==> src/rtl/band_envelope_scheduler_pkg.sv <==
// rtl/band_envelope_scheduler_pkg.sv - shared Q14 constants, band indices, FSM encoding and LFSR step
package band_envelope_scheduler_pkg;

  localparam int ENV_UNITY = 16384;
  localparam int ENV_MIN   = 8192;
  localparam int ENV_MAX   = 24576;

  localparam int BAND_THETA = 0;
  localparam int BAND_ALPHA = 1;
  localparam int BAND_BETA  = 2;
  localparam int BAND_GAMMA = 3;
  localparam int NUM_BANDS  = 4;

  typedef enum logic [2:0] {
    ST_IDLE   = 3'd0,
    ST_EVAL   = 3'd1,
    ST_DRAW_T = 3'd2,
    ST_DRAW_H = 3'd3,
    ST_SMOOTH = 3'd4,
    ST_COMMIT = 3'd5
  } state_e;

  localparam logic [15:0] LFSR_TAPS = 16'hB400;

  // Right-shifting Galois step; the taps fold back in when the bit shifted out is 1.
  function automatic logic [15:0] lfsr_next(input logic [15:0] s);
    return s[0] ? ((s >> 1) ^ LFSR_TAPS) : (s >> 1);
  endfunction

endpackage

==> src/rtl/band_envelope_scheduler_lfsr.sv <==
// rtl/band_envelope_scheduler_lfsr.sv - 16-bit Galois LFSR that advances only when stepped
module lfsr16_galois
  import band_envelope_scheduler_pkg::*;
#(
  parameter logic [15:0] SEED = 16'hACE1
) (
  input  logic        clk,
  input  logic        rst_n,
  input  logic        step,
  output logic [15:0] state
);

  logic [15:0] state_q, state_d;

  always_comb begin
    state_d = state_q;
    if (step) state_d = lfsr_next(state_q);
  end

  always_ff @(posedge clk or negedge rst_n) begin
    if (!rst_n) state_q <= SEED;
    else        state_q <= state_d;
  end

  assign state = state_q;

endmodule

==> src/rtl/band_envelope_scheduler.sv <==
// rtl/band_envelope_scheduler.sv - round-robin scheduler drifting four band envelopes toward random targets
module band_envelope_scheduler
  import band_envelope_scheduler_pkg::*;
#(
  parameter int          WIDTH         = 18,
  parameter int          FRAC          = 14,
  parameter int          SMOOTH_SHIFT  = 10,
  parameter int          HOLD_MIN      = 8000,
  parameter int          HOLD_JIT_BITS = 12,
  parameter logic [15:0] LFSR_SEED     = 16'hACE1
) (
  input  logic             clk,
  input  logic             rst_n,
  input  logic             clk_en,
  input  logic             enable,
  output logic [WIDTH-1:0] env_theta,
  output logic [WIDTH-1:0] env_alpha,
  output logic [WIDTH-1:0] env_beta,
  output logic [WIDTH-1:0] env_gamma,
  output logic             env_valid,
  output logic             busy,
  output logic             overrun
);

  localparam int HOLD_W = $clog2(HOLD_MIN + (1 << HOLD_JIT_BITS));
  localparam int DW     = WIDTH + 1;
  localparam logic signed [WIDTH-1:0] UNITY_W = WIDTH'(1 << FRAC);

  state_e                   state_q, state_d;
  logic [1:0]               band_q, band_d;
  logic signed [WIDTH-1:0]  env_q [NUM_BANDS];
  logic signed [WIDTH-1:0]  env_d [NUM_BANDS];
  logic signed [WIDTH-1:0]  tgt_q [NUM_BANDS];
  logic signed [WIDTH-1:0]  tgt_d [NUM_BANDS];
  logic signed [WIDTH-1:0]  out_q [NUM_BANDS];
  logic signed [WIDTH-1:0]  out_d [NUM_BANDS];
  logic [HOLD_W-1:0]        hold_q [NUM_BANDS];
  logic [HOLD_W-1:0]        hold_d [NUM_BANDS];
  logic                     env_valid_q, env_valid_d;
  logic                     overrun_q, overrun_d;

  logic                     lfsr_step;
  logic [15:0]              lfsr_s;
  logic [13:0]              draw;
  logic [WIDTH-1:0]         tgt_raw;
  logic signed [DW-1:0]     env_x, diff, sum;
  logic signed [WIDTH-1:0]  env_new;

  lfsr16_galois #(.SEED(LFSR_SEED)) u_lfsr (
    .clk   (clk),
    .rst_n (rst_n),
    .step  (lfsr_step),
    .state (lfsr_s)
  );

  // Draws use the post-step value, so look one step ahead of the register.
  assign draw    = 14'(lfsr_next(lfsr_s));
  assign tgt_raw = WIDTH'(ENV_MIN) + WIDTH'(draw);

  // Single shared smoothing datapath, steered by the current band index.
  always_comb begin
    env_x = $signed({env_q[band_q][WIDTH-1], env_q[band_q]});
    diff  = $signed({tgt_q[band_q][WIDTH-1], tgt_q[band_q]}) - env_x;
    sum   = env_x + (diff >>> SMOOTH_SHIFT);
    if (sum < DW'(ENV_MIN))      env_new = WIDTH'(ENV_MIN);
    else if (sum > DW'(ENV_MAX)) env_new = WIDTH'(ENV_MAX);
    else                         env_new = $signed(sum[WIDTH-1:0]);
  end

  always_comb begin
    state_d     = state_q;
    band_d      = band_q;
    env_d       = env_q;
    tgt_d       = tgt_q;
    out_d       = out_q;
    hold_d      = hold_q;
    env_valid_d = 1'b0;
    overrun_d   = overrun_q | (clk_en & (state_q != ST_IDLE));
    lfsr_step   = 1'b0;
    case (state_q)
      ST_IDLE: begin
        if (clk_en && enable) begin
          band_d  = 2'd0;
          state_d = ST_EVAL;
        end
      end
      ST_EVAL: begin
        if (hold_q[band_q] == '0) begin
          state_d = ST_DRAW_T;
        end else begin
          hold_d[band_q] = hold_q[band_q] - HOLD_W'(1);
          state_d        = ST_SMOOTH;
        end
      end
      ST_DRAW_T: begin
        lfsr_step     = 1'b1;
        tgt_d[band_q] = $signed(tgt_raw);
        state_d       = ST_DRAW_H;
      end
      ST_DRAW_H: begin
        lfsr_step      = 1'b1;
        hold_d[band_q] = HOLD_W'(HOLD_MIN) + HOLD_W'(draw[HOLD_JIT_BITS-1:0]);
        state_d        = ST_SMOOTH;
      end
      ST_SMOOTH: begin
        env_d[band_q] = env_new;
        if (band_q == 2'd3) begin
          state_d = ST_COMMIT;
        end else begin
          band_d  = band_q + 2'd1;
          state_d = ST_EVAL;
        end
      end
      ST_COMMIT: begin
        out_d       = env_q;
        env_valid_d = 1'b1;
        state_d     = ST_IDLE;
      end
      default: state_d = ST_IDLE;
    endcase
  end

  always_ff @(posedge clk or negedge rst_n) begin
    if (!rst_n) begin
      state_q     <= ST_IDLE;
      band_q      <= 2'd0;
      env_valid_q <= 1'b0;
      overrun_q   <= 1'b0;
      for (int b = 0; b < NUM_BANDS; b++) begin
        env_q[b]  <= UNITY_W;
        tgt_q[b]  <= UNITY_W;
        out_q[b]  <= UNITY_W;
        hold_q[b] <= '0;
      end
    end else begin
      state_q     <= state_d;
      band_q      <= band_d;
      env_valid_q <= env_valid_d;
      overrun_q   <= overrun_d;
      env_q       <= env_d;
      tgt_q       <= tgt_d;
      out_q       <= out_d;
      hold_q      <= hold_d;
    end
  end

  assign env_theta = out_q[BAND_THETA];
  assign env_alpha = out_q[BAND_ALPHA];
  assign env_beta  = out_q[BAND_BETA];
  assign env_gamma = out_q[BAND_GAMMA];
  assign env_valid = env_valid_q;
  assign busy      = (state_q != ST_IDLE);
  assign overrun   = overrun_q;

endmodule
==> config.mk <==
export PLATFORM = sky130hd
export DESIGN_NAME = band_envelope_scheduler
export DESIGN_NICKNAME = d
export VERILOG_FILES = /design/src/rtl/band_envelope_scheduler_pkg.sv /design/src/rtl/band_envelope_scheduler_lfsr.sv /design/src/rtl/band_envelope_scheduler.sv
export SDC_FILE = /design/constraint.sdc
export NUM_CORES = 1
export LEC_CHECK = 0
export CAP_MARGIN = 20
export CORE_ASPECT_RATIO = 0.7
export CORE_MARGIN = 10
export CORE_UTILIZATION = 38
export DETAILED_ROUTE_END_ITERATION = 10
export GPL_TIMING_DRIVEN = 0
export PLACE_DENSITY = 0.54
export SYNTH_ARGS = -nofsm -noshare
export SYNTH_HDL_FRONTEND = slang
export SYNTH_SLANG_ARGS = --single-unit
export TNS_END_PERCENT = 20
==> constraint.sdc <==
create_clock -name clk -period 6.3 [get_ports clk]
set_input_delay 1.89 -clock clk [delete_from_list [all_inputs] [get_ports clk]]
set_output_delay 1.89 -clock clk [all_outputs]
set_load 0.03 [all_outputs]
==> results by group <==
Outcome
  • Outcome: finished clean

Placement
  • Final HPWL DP: 29.3 mm
  • Placed standard-cell area: 0.0154 mm^2
  • Worst slack at placement: -1.69 ns
  • Port Buffer Count: 78
  • Routability cong.: 0.889

Logic synthesis
  • Ranking of synthesized cells by area: dfrtp_1 47%, nand2_1 10%, mux4_2 7.6%, mux2_2 6.4%, dfstp_2 3.8%
  • Ys flop type: dfrtp_1
  • Synth top cells by count: 384 x nand2_1, 263 x dfrtp_1, 80 x mux2_2
  • Count of flip-flops with a built-in enable after synthesis: 0
  • Syn avg cell area: 10.6 um^2
  • Count leader, synth: nand2_1
  • Yosys warns: 0
  • Synth Instances: 1318
  • Synth top area share: 47.1%
  • Synthesized Nets: 1361
  • Post-synthesis register bit count: 283
  • Seq/Total Area, Yosys: 50.8%
  • Unique masters post-synth: 72
  • Cell taking the most area after synthesis: dfrtp_1
  • Async S/R FF share, synth: 100%
  • Synthesized area: 0.0140 mm^2

CTS
  • Clock latency on the worst-skew pair: 0.57 ns
  • Clock sinks: 283
  • Hold_buf cts: 0
  • H-tree levels: 1
  • Num CTS Buffers: 29
  • Root Driver: clkbuf_16
  • Clock-pin slew on the worst setup and hold paths: 0.07 ns
  • CTS max path bufs: 3
  • CTS tree: done

Global route
  • Vias in the first global route: 10400
  • Antenna violations before repair: 0
  • GRT Total Usage: 17.6%
  • Global route overflow: 0
  • First-pass GRT wire length: 63.3 mm
  • Pin count of the biggest net entering global routing: 121

Final layout
  • Design area: 0.0172 mm^2
  • Multi-input logic area: 0.00694 mm^2
  • Filler Cells Inserted: 3355
  • # diodes: 0
  • Proportion of layout cells with a drive suffix above 1: 23.3%
  • Layout Nets: 1500
  • Area growth from synthesis to layout: 23.4%
  • Final Util: 47.7%
  • Sequential cell area: 0.00711 mm^2

Detailed routing
  • Vias post-DR: 10700
  • DRT antenna net count: 0
  • Post-route DRC: 0
  • Routed wire length per instance: 20.8 um
  • Via/cell ratio: 5.45
  • Drt first pass iters: 5
  • Iter 0 DRT Violations: 1118
  • Total Routed Length: 40.8 mm

Critical path
  • Max FO, Critical Path: 10
  • RR Startpoint: band_q[0]
  • Worst setup endpoint: env_q[42]
  • Startpoint Class: flop
  • Critical Path End Type: flop
  • WS Path Type: flop to flop
  • Crit path from: band_q[0]
  • FF-to-FF path depth: 23
  • CP required: 6.76 ns
  • Critical Path AT: 6.67 ns
  • Reg-to-reg endpoint: env_q[42]
  • Reg2reg setup slack: 0.09 ns

STA
  • Max Fclk: 161 MHz
  • Worst Slack Setup Final: 0.0905 ns
  • Final Hold Vio Count: 0
  • Post-layout minimum cycle time: 6.21 ns
  • Clk_skew: 0.0157 ns
  • Slew Viols, Final: 0
  • Max_slew headroom: 37.7%
  • Worst-Margin Slew: 0.934 ns
  • Final setup fails: 0
  • Final period util: 98.6%
  • Setup TNS: 0 ns

Die
  • Die area: 0.0450 mm^2
  • Die Width: 249 um
  • Rows: 58
  • Die Y: 180 um
  • Area of the core: 0.0361 mm^2
  • I/O pin total: 79
  • Starting Density: 38.7%

Worst hold path
  • Min-delay worst type: flop to flop

Flow run
  • MaxCap Viol Count: 0
## registers in the layout (all words and copies together) (netlist names)
name,count
env_valid,1
env_theta,18
env_alpha,18
state_q,3
overrun,1
u_lfsr.state,16
env_q,72
env_beta,18
hold_q,56
tgt_q,60
env_gamma,18
band_q,2
## layer usage
layer | vias to the layer above | wire, um | GRT usage (%)
met5 | - | 0 | 0
met4 | 0 | 599 | 3.43
met3 | 45 | 2780 | 3.99
met2 | 316 | 16200 | 23.3
met1 | 5419 | 21200 | 28.0
li1 | 4890 | - | -
## cell type report
type,count,share of cell area [%]
clock buffers,37,4.61
repair buffers,109,6.10
inverters,34,0.740
flip-flops and latches,283,41.2
well taps,480,3.48
clock inverters,15,0.827
multi-input cells,924,40.2
plain buffers,76,2.80
## critical path, stage by stage, from the launching register on
cell and delay, ns:
dfrtp_1 0.41, buf_6 0.15, buf_12 0.12, buf_16 0.16, buf_12 0.16, mux4_2 0.54, ha_1 0.32, and3_4 0.20
nand4_1 0.15, or3_4 0.39, nand2_2 0.14, a21oi_4 0.08, o21bai_2 0.17, xor2_1 0.25, ha_1 0.35, a21o_1 0.19
a21oi_1 0.17, xor2_1 0.62, and4_1 0.32, nand4_1 0.16, nor4b_4 0.39, o21bai_4 0.15, buf_6 0.18, o41ai_1 0.30
## cell usage in the layout (no fill, tap or decap), drive strengths merged, types with 19 or more instances in the layout
cell             n
o21ai           43
ha              38
buf             64
nand2          388
xnor2           19
clkbuf          81
nor2            44
dfrtp          263
mux4            47
a21oi           50
inv             35
o41ai           43
dfstp           20
mux2            80
clkdlybuf4s50   77
## worst min path at each step
| stage | start | end | slack, ns | cells past startpoint |
|---|---|---|---|---|
| after floorplan | u_lfsr.state[15] | u_lfsr.state[15] | 0.44 | 2 |
| after global placement | overrun | overrun | 0.45 | 1 |
| after detailed placement | env_beta[14] | env_beta[14] | 0.45 | 2 |
| after CTS | env_theta[14] | env_theta[14] | 0.46 | 2 |
| after global routing | u_lfsr.state[15] | u_lfsr.state[15] | 0.47 | 2 |
| final | u_lfsr.state[15] | u_lfsr.state[15] | 0.46 | 2 |
## metrics by stage
step	instances	hold slack, ns
after floorplan	1318	0.439
after global placement	1876	0.446
after detailed placement	1879	0.450
after CTS	1934	0.463
after global routing	1958	0.470
final	1958	0.461
## cell families after synthesis
kind of cell	count (synthesis)	share of synthesized area, %
and+or+nand+nor	519	15.8
DFF	283	50.8
AOI/OAI and AO/OA	207	10.3
muxes	128	14.1
buffers and inverters	111	3.47
adders and majority gates	39	3.54
xor gates and xnor gates	31	1.94
## what timing repair did
action / 4_1_cts / 5_1_grt
gates cloned: 0 / 1
setup buffers: 4 / 23
pin swaps: 1 / 21
setup endpoints to repair: 60 / 56
gates resized for setup: 73 / 79
Power is left out: the tool's default activity adds up to more than one toggle a clock period on the data nets, which glitch-free logic cannot reach.
